===== config.mk =====
export PLATFORM = sky130hd
export DESIGN_NAME = regfile_wb_arbiter
export DESIGN_NICKNAME = d
export VERILOG_FILES = /design/src/rtl/regfile_wb_arbiter.sv
export SDC_FILE = /design/constraint.sdc
export NUM_CORES = 1
export LEC_CHECK = 0
export CORE_ASPECT_RATIO = 0.8
export CORE_MARGIN = 2
export CORE_UTILIZATION = 30
export DETAILED_ROUTE_END_ITERATION = 7
export GPL_ROUTABILITY_DRIVEN = 0
export GPL_TIMING_DRIVEN = 0
export SLEW_MARGIN = 25
export SYNTH_ARGS = -nofsm -noshare
export SYNTH_HDL_FRONTEND = slang
export SYNTH_SLANG_ARGS = --single-unit

===== constraint.sdc =====
create_clock -name clk -period 2.1 [get_ports clk]
set_clock_uncertainty 0.2 [all_clocks]
set_input_delay 0.21 -clock clk [delete_from_list [all_inputs] [get_ports clk]]
set_output_delay 0.21 -clock clk [all_outputs]
set_load 0.1 [all_outputs]

===== src/rtl/regfile_wb_arbiter.sv =====
`default_nettype none
// ============================================================================
// Module   : regfile_wb_arbiter
// Brief    : Two-requester (ALU / load unit) register-file writeback arbiter
//            with alternating priority, a registered write port and a
//            per-register pending-write scoreboard.
// Revision : 1.0 - initial release
// ============================================================================
module regfile_wb_arbiter (
  input  logic        clk,
  input  logic        rst,
  input  logic        alu_valid,
  input  logic [4:0]  alu_a_rd,
  input  logic [31:0] alu_rd,
  output logic        alu_ready,
  input  logic        lsu_valid,
  input  logic [4:0]  lsu_a_rd,
  input  logic [31:0] lsu_rd,
  output logic        lsu_ready,
  input  logic        iss_valid,
  input  logic [4:0]  iss_a_rd,
  output logic [4:0]  a_rd,
  output logic [31:0] rd,
  output logic        we,
  output logic [31:0] busy
);

  // prio_q = 1 favours the ALU, 0 favours the load unit
  logic        prio_q;
  logic        prio_d;
  logic [4:0]  a_rd_q;
  logic [31:0] rd_q;
  logic        we_q;
  logic [31:0] busy_q;
  logic [31:0] busy_d;

  logic        w_accept;
  logic [4:0]  w_addr;
  logic [31:0] w_data;

  // Grant: a lone requester always wins; on contention prio_q picks; nothing is
  // granted while reset is held.
  always_comb begin
    alu_ready = 1'b0;
    lsu_ready = 1'b0;
    if (!rst) begin
      alu_ready = alu_valid && (!lsu_valid || prio_q);
      lsu_ready = lsu_valid && (!alu_valid || !prio_q);
    end
  end

  // Select the granted payload and compute the priority for the next cycle
  always_comb begin
    w_accept = alu_ready || lsu_ready;
    w_addr   = alu_ready ? alu_a_rd : lsu_a_rd;
    w_data   = alu_ready ? alu_rd   : lsu_rd;
    prio_d   = prio_q;
    if (lsu_ready) begin
      prio_d = 1'b1;
    end else if (alu_ready) begin
      prio_d = 1'b0;
    end
  end

  // Scoreboard next state: clear on accepted write, then set on issue so a
  // same-edge set wins; x0 is never tracked.
  always_comb begin
    busy_d = busy_q;
    if (w_accept) begin
      busy_d[w_addr] = 1'b0;
    end
    if (iss_valid && (iss_a_rd != 5'd0)) begin
      busy_d[iss_a_rd] = 1'b1;
    end
    busy_d[0] = 1'b0;
  end

  // Output stage, priority and scoreboard registers
  always_ff @(posedge clk) begin
    if (rst) begin
      prio_q <= 1'b0;
      a_rd_q <= 5'd0;
      rd_q   <= 32'd0;
      we_q   <= 1'b0;
      busy_q <= 32'd0;
    end else begin
      prio_q <= prio_d;
      busy_q <= busy_d;
      we_q   <= w_accept && (w_addr != 5'd0);
      if (w_accept) begin
        a_rd_q <= w_addr;
        rd_q   <= w_data;
      end
    end
  end

  assign a_rd = a_rd_q;
  assign rd   = rd_q;
  assign we   = we_q;
  assign busy = busy_q;

endmodule
`default_nettype wire

==> flow_summary_export.csv <==
group,metric,value,unit
status,outcome,"completed",
timing,relSlewSlack,33.4,%
drt,dr.max_layer_used,"met4",
yosys,yosysSeqAreaShare,39.0,%
critical_path,max_stage_delay,0.44,ns
placed_design,dp.cells,731,
timing,clock.fmax,0.494,GHz
grt,grt_pass1_vias,3753,
clock_network,clk-insertion-delay-late,0.33,ns
floorplan,start_util,31.0,%
yosys,ys_ff_latch,70,
floorplan,die-area,12900,sq um
critical_path,path_class,"in2out",
clock_network,hold_buffers,0,
yosys,syn_nets,517,
floorplan,io_pins,156,
worst_hold_path,hold_class,"in2reg",
drt,num_vias,3858,
timing,timing.hold.ws,0.137,ns
critical_path,worstPathCellList,"clkdlybuf4s50_1 > buf_6 > clkbuf_1 > a211oi_4 > buf_4",
pwr,power_switching,0.00143,W
clock_network,cts_tree,"done",
floorplan,die_h,102,microns
timing,hold_viol_final,0,
drt,wl_met3,827,microns
drt,routed_via_density,5.17,
drt,first_pass_iters,5,
floorplan,num_rows,35,
timing,fin_crit_sh,96.3,%
clock_network,cts_max_level,3,
clock_network,cts_sinks,70,
timing,tightest_slew,1.00,ns
critical_path,worst_setup_path_start_kind,"input port",
clock_network,cts_buffer_depth,2,
pwr,p_int,0.00276,W
timing,layout_min_cycle_time,2.02,ns
critical_path,worst_ep_required_time,1.69,ns
clock_network,clk_pin_slew,0.06,ns
layout,design_area,5540,sq um
drt,wl,12200,microns
grt,grt_start_max_net_pins,13,
critical_path,cp_max_fo,10,
run,maxCapViolCount,0,
layout,layout.nets,678,
layout,fin_cells,746,
timing,final-max-slew-violation-count,0,
drt,wl_met1,5710,microns
yosys,synth_area_per_cell,8.30,sq um
timing,grt_setup_unrepaired,"false",
drt,postRouteAntennaNets,0,
grt,antenna_found_initial,1,
grt,track_usage,18.9,%
pwr,ir_drop,0.429,mV
drt,drcViolationCount,0,
drt,routedWlPerCell,16.4,microns
pwr,comb_power_share,27.5,%
drt,wl_met2,5420,microns
layout,n_antenna_cell,0,
layout,area_delta_synth_final,54.1,%
clock_network,numCtsBuffers,9,
grt,grt_pass1_wl,19200,microns
critical_path,worstPathArrival,1.61,ns
timing,setup-tns-final,0,ns
pwr,p_total,0.00419,W
pwr,swShare,34.2,%
pwr,pwr-share-clk,38.4,%
placed_design,post_dp_cell_area,5300,sq um
drt,first_iter_violations,184,
timing,finalSetupViolCount,0,
pwr,p_leak,2.25,nW
critical_path,cp-end-kind,"primary output",
clock_network,cts_root_buffer,"clkbuf_16",
yosys,yosysWarnings,0,
yosys,syn-instance-count,433,
yosys,yosysUniqueCellTypes,41,
layout,nFillCells,1142,
pwr,power_frac_seq,34.1,%
critical_path,cp_slowest_cell,"clkdlybuf4s50_1",
layout,drive_above_1_share,13.2,%
placed_design,io_buffer_count,150,
floorplan,core_area,11600,sq um
pwr,powerDensity,757,nW/um^2
yosys,synth_area,3600,sq um
grt,grt_overflow_total,0,
placed_design,dp_hpwl,9260,microns
floorplan,fp.dieW,126,microns
cell families after synthesis:
family	synth area share, %
AOI/OAI and AO/OA	28.8
buffers and inverters	6.72
DFF	39.0
other	0.104
and+or+nand+nor	25.4
repair_timing:
item / 4_1_cts / 5_1_grt
endpoints found under the setup margin: 87 / 10
setup buffers: 0 / 0
resized for setup: 84 / 3
synth_stat cells, drive strengths merged:
cell | instances | area [sq um]
nor2b | 5 | 31.3
dfxtp | 70 | 1400
nand3b | 5 | 37.5
and3b | 1 | 8.76
or4 | 3 | 30.0
a311oi | 52 | 581
and3 | 1 | 6.26
a2111o | 1 | 11.3
nand4 | 5 | 31.3
inv | 4 | 15.0
buf | 26 | 184
nor3 | 1 | 5.00
clkbuf | 9 | 33.8
nand2b | 3 | 26.3
o21ai | 3 | 15.0
o211ai | 1 | 7.51
nor2 | 74 | 278
a21oi | 37 | 193
nand4b | 3 | 26.3
nand3 | 2 | 10.0
conb | 1 | 3.75
or2 | 1 | 6.26
a211oi | 17 | 128
clkinv | 1 | 8.76
and2b | 1 | 7.51
nor3b | 4 | 45.1
o2111ai | 4 | 35.0
nand2 | 93 | 357
o41ai | 4 | 65.1
or3b | 1 | 8.76
worst max-delay path: cells and delay by family:
family	cells	cell delay, ns
buffers and inverters	4	1.17
AOI/OAI and AO/OA	1	0.22
final cells by class:
type	count	area (sq um)	share of cell area (%)
clock inverter	6	87.6	1.58
sequential	70	1400	25.3
clock buffer	9	225	4.06
timing repair buffer	150	1410	25.5
multi-input combinational	323	1990	35.9
tap	148	185	3.34
inverter	5	23.8	0.429
buffer	35	218	3.93
layout by cell type (no fill, tap or decap), types with 3 or more instances in the layout:
cell,count
nand4_1,5
o41ai_2,4
buf_6,7
clkbuf_1,9
clkinv_4,3
a311oi_2,20
buf_2,12
nand3b_1,5
nand4b_1,3
nor2b_1,5
buf_4,5
dfxtp_1,70
nor3b_2,3
dlygate4sd2_1,70
clkbuf_16,9
o2111ai_1,4
nor2_1,74
a311oi_1,32
a211oi_1,16
clkdlybuf4s50_1,78
nand2_1,92
buf_1,3
a21oi_1,33
inv_1,4
registers in the layout, summed over array words and instances, names as in the netlist:
register  count
busy         31
rd           32
prio_q        1
we            1
a_rd          5
worst paths after layout:
path | start | slack (ns) | depth (start not counted) | to
worst min register to register | busy[21] | 0.30 | 2 | busy[21]
worst min-delay path | lsu_a_rd[3] | 0.14 | 3 | a_rd[3]
worst max-delay path | rst | 0.08 | 5 | lsu_ready
worst max register to register | prio_q | 0.11 | 5 | busy[3]
power by group through the flow:
| stage | logic (W) | registers (W) | clock network [W] |
|---|---|---|---|
| 6_report | 0.00115 | 0.00143 | 0.00161 |
| 5_1_grt | 0.00121 | 0.00144 | 0.00170 |
| 4_1_cts | 0.00115 | 0.00143 | 0.00164 |
| 3_5_place_dp | 0.00119 | 0.00146 | 0 |
| 3_3_place_gp | 0.00119 | 0.00146 | 0 |
| 2_1_floorplan | 0.000341 | 0.00193 | 0 |
routing by layer:
layer | up-vias | global-route usage [%]
met5 | - | 0
met4 | 0 | 7.78
met3 | 18 | 4.71
met2 | 140 | 29.1
met1 | 1808 | 25.4
li1 | 1892 | -
stage by stage:
stage                     setup slack [ns]  utilization (%)
after floorplan                      0.319                -
after global placement              -0.998             45.6
after detailed placement             -1.01             45.6
after CTS                           -0.181             47.6
after global routing                0.0116             47.8
final                               0.0772             47.8
Note: power is estimated with default switching activity, not from simulation.
